$ cat src/rtl/solver_pkg.sv
// Shared solver datapath definitions: default vector geometry and the
// unloader state encoding.
package solver_pkg;

   localparam int N_DEF  = 16;
   localparam int XW_DEF = 32;
   localparam int OW_DEF = 16;
   localparam int IDX_W  = $clog2(N_DEF);

   typedef enum logic {S_IDLE, S_DRAIN} state_t;

endpackage

$ cat src/rtl/x_sat.sv
// Combinational signed XW-to-OW reduction on the unloader read path.
// X_UNLOADER_SAT_EN selects saturation; otherwise the low OW bits are kept.
module x_sat #(
   parameter int XW = 32,
   parameter int OW = 16
) (
   input  logic signed [XW-1:0] din,
   output logic signed [OW-1:0] dout
);

`ifdef X_UNLOADER_SAT_EN
   localparam logic signed [XW-1:0] MAXV = {{(XW-OW+1){1'b0}}, {(OW-1){1'b1}}};
   localparam logic signed [XW-1:0] MINV = {{(XW-OW+1){1'b1}}, {(OW-1){1'b0}}};

   function automatic logic signed [OW-1:0] conv(input logic signed [XW-1:0] v);
      if (v > MAXV)
         conv = OW'(MAXV);
      else if (v < MINV)
         conv = OW'(MINV);
      else
         conv = OW'(v);
   endfunction
`else
   function automatic logic signed [OW-1:0] conv(input logic signed [XW-1:0] v);
      conv = OW'(v);
   endfunction
`endif

   assign dout = conv(din);

endmodule

$ cat src/rtl/x_unloader.sv
// Captures the N solution values from the solver core and streams them out
// in index order over a valid/ready handshake. Build option: X_UNLOADER_SAT_EN.
module x_unloader
   import solver_pkg::*;
#(
   parameter int N  = N_DEF,
   parameter int XW = XW_DEF,
   parameter int OW = OW_DEF
) (
   input  logic                      clk,
   input  logic                      rst,
   input  logic                      x_wen,
   input  logic [$clog2(N)-1:0]      x_addr,
   input  logic signed [XW-1:0]      x_i,
   input  logic                      start_out,
   input  logic                      out_ready,
   output logic                      out_valid,
   output logic signed [OW-1:0]      x_o,
   output logic                      out_last,
   output logic                      busy,
   output logic                      out_done
);

   localparam int IW = $clog2(N);

   logic signed [XW-1:0] mem [N];
   state_t               state;
   logic [IW-1:0]        rd_idx;
   logic [IW-1:0]        nxt_idx;
   logic signed [XW-1:0] rd_x;
   logic signed [OW-1:0] conv_x;
   logic                 xfer;
   logic                 at_last;

   assign nxt_idx = rd_idx + 1'b1;
   assign xfer    = out_valid && out_ready;
   assign at_last = (rd_idx == IW'(N-1));

   // x_o is registered, so the converter always looks at the word to be shown
   // next cycle; a same-cycle write to entry 0 is forwarded into the first word.
   always_comb begin
      rd_x = mem[nxt_idx];
      if (state == S_IDLE)
         rd_x = (x_wen && x_addr == '0) ? x_i : mem[0];
   end

   x_sat #(.XW(XW), .OW(OW)) u_sat (
      .din  (rd_x),
      .dout (conv_x)
   );

   always_ff @(posedge clk) begin
      if (rst) begin
         state     <= S_IDLE;
         rd_idx    <= '0;
         out_valid <= 1'b0;
         x_o       <= '0;
         out_last  <= 1'b0;
         busy      <= 1'b0;
         out_done  <= 1'b0;
         for (int i = 0; i < N; i++)
            mem[i] <= '0;
      end else begin
         out_done <= 1'b0;
         case (state)
            S_IDLE: begin
               if (x_wen)
                  mem[x_addr] <= x_i;
               if (start_out) begin
                  state     <= S_DRAIN;
                  rd_idx    <= '0;
                  out_valid <= 1'b1;
                  busy      <= 1'b1;
                  x_o       <= conv_x;
                  out_last  <= (N == 1);
               end
            end
            S_DRAIN: begin
               if (xfer) begin
                  if (at_last) begin
                     state     <= S_IDLE;
                     out_valid <= 1'b0;
                     busy      <= 1'b0;
                     out_last  <= 1'b0;
                     x_o       <= '0;
                     out_done  <= 1'b1;
                  end else begin
                     rd_idx   <= nxt_idx;
                     x_o      <= conv_x;
                     out_last <= (nxt_idx == IW'(N-1));
                  end
               end
            end
            default: state <= S_IDLE;
         endcase
      end
   end

endmodule

$ cat config.mk
export PLATFORM = sky130hd
export DESIGN_NAME = x_unloader
export DESIGN_NICKNAME = d
export VERILOG_FILES = /design/src/rtl/solver_pkg.sv /design/src/rtl/x_sat.sv /design/src/rtl/x_unloader.sv
export SDC_FILE = /design/constraint.sdc
export NUM_CORES = 1
export LEC_CHECK = 0
export BUFFER_PORTS_ARGS = -buffer_cell sky130_fd_sc_hd__buf_2
export CAP_MARGIN = 15
export CELL_PAD_IN_SITES_DETAIL_PLACEMENT = 0
export CELL_PAD_IN_SITES_GLOBAL_PLACEMENT = 1
export CORE_UTILIZATION = 52
export DETAILED_ROUTE_END_ITERATION = 7
export PLACE_DENSITY_LB_ADDON = 0.1
export SLEW_MARGIN = 20
export SYNTH_ARGS = -nofsm -noshare
export SYNTH_HDL_FRONTEND = slang
export SYNTH_SLANG_ARGS = --single-unit
$ cat constraint.sdc
create_clock -name clk -period 3.25 [get_ports clk]
set_input_delay 0.4875 -clock clk [delete_from_list [all_inputs] [get_ports clk]]
set_output_delay 0.4875 -clock clk [all_outputs]
set_load 0.02 [all_outputs]
== Yosys cells after proc, flatten, opt, wreduce, memory -nomap -nowiden ==
Memory sizes are Yosys's and may differ from the RTL's.
Cells that the tools add are included.

* Output and inout bits: 20
* Input bits: 41
* Bits in writable memories: 512
* Logic and storage cells: 56
* Memories kept: 1
* Bits in registers: 24

{| class="wikitable"
|+ Memory list
! memory !! words !! bits a word !! read ports !! clocked after Yosys merged registers in !! write ports !! line !! RTL
|-
| mem || 16 || 32 || 2 || 0 || 16 || x_unloader.sv:26 || <nowiki>logic signed [XW-1:0] mem [N];</nowiki>
|}

* Muxes and demuxes: 32
* Equal/unequal tests: 6
* Add/sub/neg operators: 1
* Reductions and logical operators: 8
* Bitwise operators: 2

{| class="wikitable"
|+ Operators with widths
! operator !! count
|-
| $mux W16 || 5
|-
| $mux W32 || 1
|-
| $pmux W16 S2 || 1
|-
| $reduce_or A32 Y1 || 1
|-
| $mux W1 || 17
|-
| $mux W4 || 4
|-
| $eq A4 B4 Y1 const B || 2
|-
| $pmux W4 S2 || 1
|-
| $pmux W1 S2 || 3
|-
| $reduce_and A3 Y1 || 2
|-
| $add A4 B1 Y4 const B || 1
|-
| $logic_not A4 Y1 || 1
|-
| $ne A2 B1 Y1 const B || 2
|-
| $ne A2 B2 Y1 const B || 2
|-
| $reduce_or A3 Y1 || 1
|-
| $logic_and A1 B1 Y1 || 2
|-
| $not A1 Y1 || 2
|-
| $reduce_and A2 Y1 || 1
|}

== Logic depth before layout (Yosys ltp) ==
Gate-level depths: netlist of run 1.

* Word-level depth: 7
* Depth in mapped cells: 10
* Mapped depth without buffers: 7

== Cells and area by module ==
A second synthesis of run 1 with hierarchy kept.

* Cell total of the unflattened synthesis: 1715
* Area, all modules: 24901.4 um^2

{| class="wikitable"
|+ By module, submodules not included
! module !! seq. area each (um^2) !! instances !! cells each !! area each (um^2)
|-
| x_unloader || 15855.2 || 1 || 1699 || 24781.3
|-
| x_sat || 0.0 || 1 || 16 || 120.1
|}

== Worst setup path before layout of run 1 ==
No wires, ideal clock.

* Kind: reg2reg
* Start point: register rd_idx[0]
* End point: register x_o[0]
* Required time: 3.117 ns
* Setup time: 0.133 ns
* Arrival time: 2.216 ns
* Buffers on the path: 4
* Stages on the path, launching flop included: 10
* Path slack: 0.901 ns
* Cells stage by stage: dfxtp_1 inv_1 clkbuf_1 ha_1 buf_2 clkbuf_1 clkbuf_1 mux4_1 o211ai_1 a311oi_1

* Word-level cells in the longest chain between the ends: 6
* Elaborated cells on any way between the ends: 8
* Classes of those cells: 1 x add/sub; 1 x eq/ne; 5 x mux; 1 x memory

{| class="wikitable"
|+ RTL lines
! what !! line !! RTL
|-
| start, declared || x_unloader.sv:28 || <nowiki>logic [IW-1:0] rd_idx;</nowiki>
|-
| start signal, assigned || x_unloader.sv:88 || <nowiki>rd_idx <= nxt_idx;</nowiki>
|-
| $add A4 B1 Y4 || x_unloader.sv:35 || <nowiki>assign nxt_idx = rd_idx + 1'b1;</nowiki>
|-
| $mem_v2 Z16 W32 || - ||
|-
| $mux W16 || x_unloader.sv:43 || <nowiki>if (state == S_IDLE)</nowiki>
|-
| $mux W16 || x_unloader.sv:80 || <nowiki>if (at_last) begin</nowiki>
|-
| $mux W16 || x_unloader.sv:79 || <nowiki>if (xfer) begin</nowiki>
|-
| $pmux W16 S2 * || x_unloader.sv:65 || <nowiki>case (state)</nowiki>
|-
| end signal, assigned || x_unloader.sv:74 || <nowiki>x_o <= conv_x;</nowiki>
|-
| end signal, assigned || x_unloader.sv:89 || <nowiki>x_o <= conv_x;</nowiki>
|-
| end, declared || x_unloader.sv:18 || <nowiki>output logic signed [OW-1:0] x_o,</nowiki>
|}

Every way passes the cells marked *; elsewhere a longest branch is shown, timed or not. The select of a mux whose other input is x is not followed.
A chain may end at the register's enable or synchronous reset.

== Worst setup path after layout of run 1 ==
* Start point: register rd_idx[1]
* End point: register x_o[1]

Same word-level chain as after synthesis.

==> results.ini, run 1 <==
[power]
total_power_mw=8.01
power.leakage_nw=5.57
power.density_nw_per_um2=544
peakVddDrop_v=0.000440

[cts]
cts_max_level=1
clock_sinks=280
cts_tree=yes
clk_latency_ps=560
hold_buffers=0
cts.path.max_buffers=3
numCtsBuffers=30
path_clk_slew_ps=60
cts_resized=0
cts-root-buf=clkbuf_16
cts_setup_buffers=0

[cells_and_area]
multi_input_area_um2=4660
syn_to_final_growth_pct=11.8
finalNonFillerCells=1330
drive_gt1_share_pct=14.3
antenna_cells=0
nets=1025
fin_area_um2=14700
post-route-util_pct=59.8
num-fill-cells=1924
regArea_um2=8170

[routing]
ant_nets=0
wire_per_inst_um=24.9
drc_errors=0
drt_first_pass_iters=5
route.vias.total=8063
routed_wl_mm=33.2
via_per_inst=6.06
drt_iter0_drc=937

[placement]
gp_congestion=0.801
placed_area_um2=13700
dp.cells=1274
io_buffers=44
dpl.hpwl_mm=19.8
place_worst_setup_slack_ps=536

[synth]
synth_cells=956
ys_ff_latch=280
async_reset_ff_share_pct=0
synth_area_leaders=edfxtp_1 58%, and2_1 12%, mux4_1 5.8%, dfxtp_1 3.7%, mux2i_1 3.5%
avgSynthCellArea_um2=13.8
yosysWarningCount=0
seq_area_frac_synth_pct=62.1
yosysUniqueCellTypes=38
synth_fp_nets=999
synthTopCellsByCount=256 x and2_1, 256 x edfxtp_1, 62 x clkbuf_1
yosys.area.top_type=edfxtp_1
netlist.area_leader.share_pct=58.4
synth_flop_cell=edfxtp_1
synth_edf_count=256
syn-cell-area_um2=13200

[sta]
worst_slew_pin_slew_ps=799
fin_worst_skew_ps=24.1
fin_crit_sh_pct=85.0
max_slew_margin_pct=46.8
maxSlewViolCount=0
fmax_mhz=362
min_period_ps=2760
finalSetupViolations=0
rsz0062_at_grt=no
hold_violations=0
tns_ps=0
fin_ws_ps=487
holdWs_ps=236

[status]
status=finished clean

[grt]
globalRouteTotalUtil_pct=26.2
gr-total-overflow=0
antenna_found_initial=1
grt_max_degree=67
grt_first_pass_wirelength_mm=49.7
grt_pass1_vias=7923

[die]
fp.coreArea_um2=24600
die_y_um=161
die_x_um=161
ioPinCount=61
start_util_pct=53.5
die_area_um2=26000
fp-row-count=57

[worst_setup_path]
worstReg2RegEnd=x_o[1]
r2r_start=rd_idx[1]
cp_data_arrival_time_ps=3180
critical_path.slowest_cell=mux4_1
end_kind=flip-flop
cp-start-kind=flip-flop
worst-path-max-fanout=36
path_cells=ha_1 > xor2_4 > buf_12 > mux4_1 > o211ai_1 > a311oi_1
crit_buf_inv=1
max_stage_delay_ps=710
path_delay_family=multiplexers
critPathRequiredTime_ps=3660
r2r_setup_slack_ps=490
crit_type=reg -> reg
worstRegToRegCells=6

[worst_hold_path]
min_path_type=in -> reg
hold_path_depth=3
hold_path_end=state
hold_start=start_out

[job]
maxCapViolations=0

-- how the worst max path moves through the flow --
stage	depth (start not counted)	startpoint	endpoint	slack [ps]
2_1_floorplan	9	rd_idx[0]	x_o[0]	900
6_report	6	rd_idx[1]	x_o[1]	490
3_3_place_gp	6	rd_idx[1]	x_o[3]	600
3_5_place_dp	6	rd_idx[1]	x_o[1]	540
5_1_grt	6	rd_idx[0]	x_o[13]	380
4_1_cts	6	rd_idx[1]	x_o[1]	530
-- cells by family (layout without fill, tap and decap cells) --
family | Yosys count | after routing | synth area share [%]
AOI/OAI and AO/OA | 135 | 135 | 7.72
muxes | 81 | 81 | 10.2
buffers and inverters | 82 | 132 | 2.73
and+or+nand+nor | 374 | 374 | 16.8
DFF | 280 | 280 | 62.1
adders and majority gates | 2 | 2 | 0.190
xor gates and xnor gates | 2 | 2 | 0.276
-- worst reg2reg max path: stages (launching register included) --
cell,delay (ps)
dfxtp_1,440
ha_1,440
xor2_4,190
buf_12,270
mux4_1,760
o211ai_1,390
a311oi_1,150
-- metal layers --
layer  global-route usage (%)  routed length, um
met1                     38.0              14300
met2                     39.2              15000
met3                     4.55               2480
met4                     11.1               1400
met5                        0                 10
-- placed cells by master (no fill, tap or decap), drive strengths merged, types with 9 or more instances in the layout --
cell,Yosys,routed
a31oi,31,31
nand2,9,9
nor2,37,37
mux4,34,34
nor2b,30,30
and2,256,256
mux2i,46,46
o21a,16,16
dfxtp,24,24
clkinv,0,13
o211ai,31,31
or2,16,16
edfxtp,256,256
clkbuf,63,39
a311oi,15,15
buf,18,75
a2111oi,30,30
-- flip-flops by register name, summed over array words and instances (netlist names) --
register  flops
out_last      1
out_done      1
mem         256
busy          1
x_o          16
rd_idx        4
state         1
-- area by class of cell --
type	count	area share (%)
flip-flops and latches	280	55.5
multi-input cells	594	31.6
clock buffers	39	5.47
repair buffers	75	3.33
well taps	324	2.75
clock inverters	17	1.30
inverters	1	0.0255
-- where the power goes --
| part | internal, mW | total [mW] | leakage, nW | switching, mW |
|---|---|---|---|---|
| registers | 4.08 | 4.13 | 2.80 | 0.0507 |
| logic | 0.134 | 0.447 | 2.29 | 0.313 |
| clock network | 2.05 | 3.43 | 0.486 | 1.38 |
| total | 6.27 | 8.01 | 5.57 | 1.74 |
No activity file was read; power rests on OpenSTA's default activity.
==> inputs of run 2 (changes only) <==
CELL_PAD_IN_SITES_DETAIL_PLACEMENT = 1   (was 0)
CELL_PAD_IN_SITES_GLOBAL_PLACEMENT = 2   (was 1)
CORE_UTILIZATION = 44   (was 52)
==> results.ini, run 2 (synthesis results as in run 1) <==
[die]
ioPinCount=61  ; unchanged
die_area_um2=30600  ; +18%
fp-row-count=62  ; +8.8%
start_util_pct=45.2  ; -8.2 points
die_x_um=175  ; +8.6%
die_y_um=175  ; +8.6%
fp.coreArea_um2=29100  ; +18%

[worst_setup_path]
crit_type=reg -> reg
path_delay_family=multiplexers
path_depth=6  ; unchanged
r2r_start=rd_idx[1]
critical_path.slowest_cell=mux4_1
critPathRequiredTime_ps=3660  ; about the same
r2r_setup_slack_ps=450  ; -40 ps
end_kind=flip-flop
worstReg2RegEnd=x_o[15]
crit_buf_inv=1  ; unchanged
cp-start-kind=flip-flop
max_stage_delay_ps=680  ; -30 ps
worst-path-max-fanout=36  ; unchanged
worstRegToRegCells=6  ; unchanged
path_cells=ha_1 > xor2_4 > buf_12 > mux4_1 > o211ai_1 > a311oi_1
cp_data_arrival_time_ps=3220  ; +40 ps

[cells_and_area]
most-common-layout-cells=256 x and2_1, 256 x edfxtp_1, 46 x mux2i_1, 44 x buf_2, 37 x nor2_1
num-fill-cells=2885  ; +50%
finalNonFillerCells=1389  ; +4.4%
top_register=mem
antenna_cells=0  ; unchanged
nets=1024  ; -0.098%
multi_input_area_um2=4660  ; unchanged
top_regs=mem x256, x_o x16, rd_idx x4
largest_reg_flops=256  ; unchanged
regArea_um2=8170  ; unchanged
drive_gt1_share_pct=14.7  ; +0.41 points
syn_to_final_growth_pct=12.6

[worst_hold_path]
min_path_type=in -> reg
hold_path_depth=3  ; unchanged
hold_path_end=state
hold_start=start_out

[power]
peakVddDrop_v=0.000387  ; -12%
power.density_nw_per_um2=551  ; +1.2%
power.leakage_nw=5.59  ; +0.36%

[cts]
cts_max_level=1  ; unchanged
hold_buffers=0  ; unchanged
cts_resized=0  ; unchanged
cts-root-buf=clkbuf_16
cts_setup_buffers=0  ; unchanged
cts_tree=yes
numCtsBuffers=31  ; +3.3%
cts.path.max_buffers=3  ; unchanged
clk_latency_ps=560  ; about the same
path_clk_slew_ps=60  ; about the same
clock_sinks=280  ; unchanged

[grt]
grt_first_pass_wirelength_mm=54.4  ; +9.4%
grt_pass1_vias=8449  ; +6.6%
antenna_found_initial=0  ; -1
globalRouteTotalUtil_pct=24.4  ; -1.8 points
gr-total-overflow=0  ; unchanged
grt_max_degree=67  ; unchanged

[routing]
drt_first_pass_iters=4  ; -1
route.vias.total=8100  ; +0.46%
drt_iter0_drc=694  ; -26%
ant_nets=0  ; unchanged
drc_errors=0  ; unchanged
wire_per_inst_um=26.5  ; +6.1%
routed_wl_mm=36.7  ; +11%
via_per_inst=5.83  ; -3.8%

[sta]
fin_crit_sh_pct=86.3  ; +1.2 points
maxSlewViolCount=0  ; unchanged
holdWs_ps=264  ; +28.0 ps
tns_ps=0  ; unchanged
max_slew_margin_pct=43.5  ; -3.2 points
fmax_mhz=357  ; -1.4%
rsz0062_at_grt=no
fin_worst_skew_ps=14.3  ; -9.79 ps
finalSetupViolations=0  ; unchanged
min_period_ps=2800  ; +40.0 ps
worst_slew_pin_slew_ps=845  ; +46.3 ps
hold_violations=0  ; unchanged

[status]
status=finished clean

[job]
maxCapViolations=0  ; unchanged

[placement]
dp.cells=1332  ; +4.6%
dpl.hpwl_mm=22.1  ; +11%
gp_congestion=0.800  ; -0.20%
io_buffers=44  ; unchanged

run 2: final cells by class:
type | instances | share of cell area [%]
clock inverter | 20 | 1.51
inverter | 1 | 0.0253
clock buffer | 37 | 5.39
tap | 384 | 3.24
sequential | 280 | 55.1
multi-input combinational | 594 | 31.4
timing repair buffer | 73 | 3.29
run 2: report_power, final:
part           switching, mW  total, mW  leakage, nW  internal (mW)
clock                   1.42       3.56        0.508           2.14
sequential            0.0516       4.13         2.80           4.08
combinational          0.331      0.466         2.29          0.135
run 2: tightest hold or removal path, cell delays in order:
cell,delay [ps]
buf_2,90
nor2_1,40
nor3_1,140
run 2: per-layer routing:
metal,part of all wire [%],up-vias,GRT usage (%)
met4,3.5,0,8.51
met2,47,172,39.7
met1,45,4235,33.9
met3,4.1,60,2.96
li1,-,3633,-
met5,0,-,0
run 2: worst max path at each step:
stage	start	to	slack, ps
detailed placement	rd_idx[1]	x_o[15]	490
global route	rd_idx[1]	x_o[14]	420
finish	rd_idx[1]	x_o[15]	450
global placement	rd_idx[1]	x_o[15]	560
CTS	rd_idx[1]	x_o[15]	480
floorplan	rd_idx[0]	x_o[0]	900
run 2: per-stage QoR:
stage / cell area, um2 / setup WS [ps] / total power, mW / util, %
floorplan: 13200 / 901 / 4.45 / -
global placement: 13800 / 558 / 4.65 / 47.4
detailed placement: 13800 / 488 / 4.68 / 47.4
CTS: 14800 / 485 / 8.22 / 50.9
global route: 14800 / 423 / 8.40 / 50.9
finish: 14800 / 447 / 8.16 / 50.9
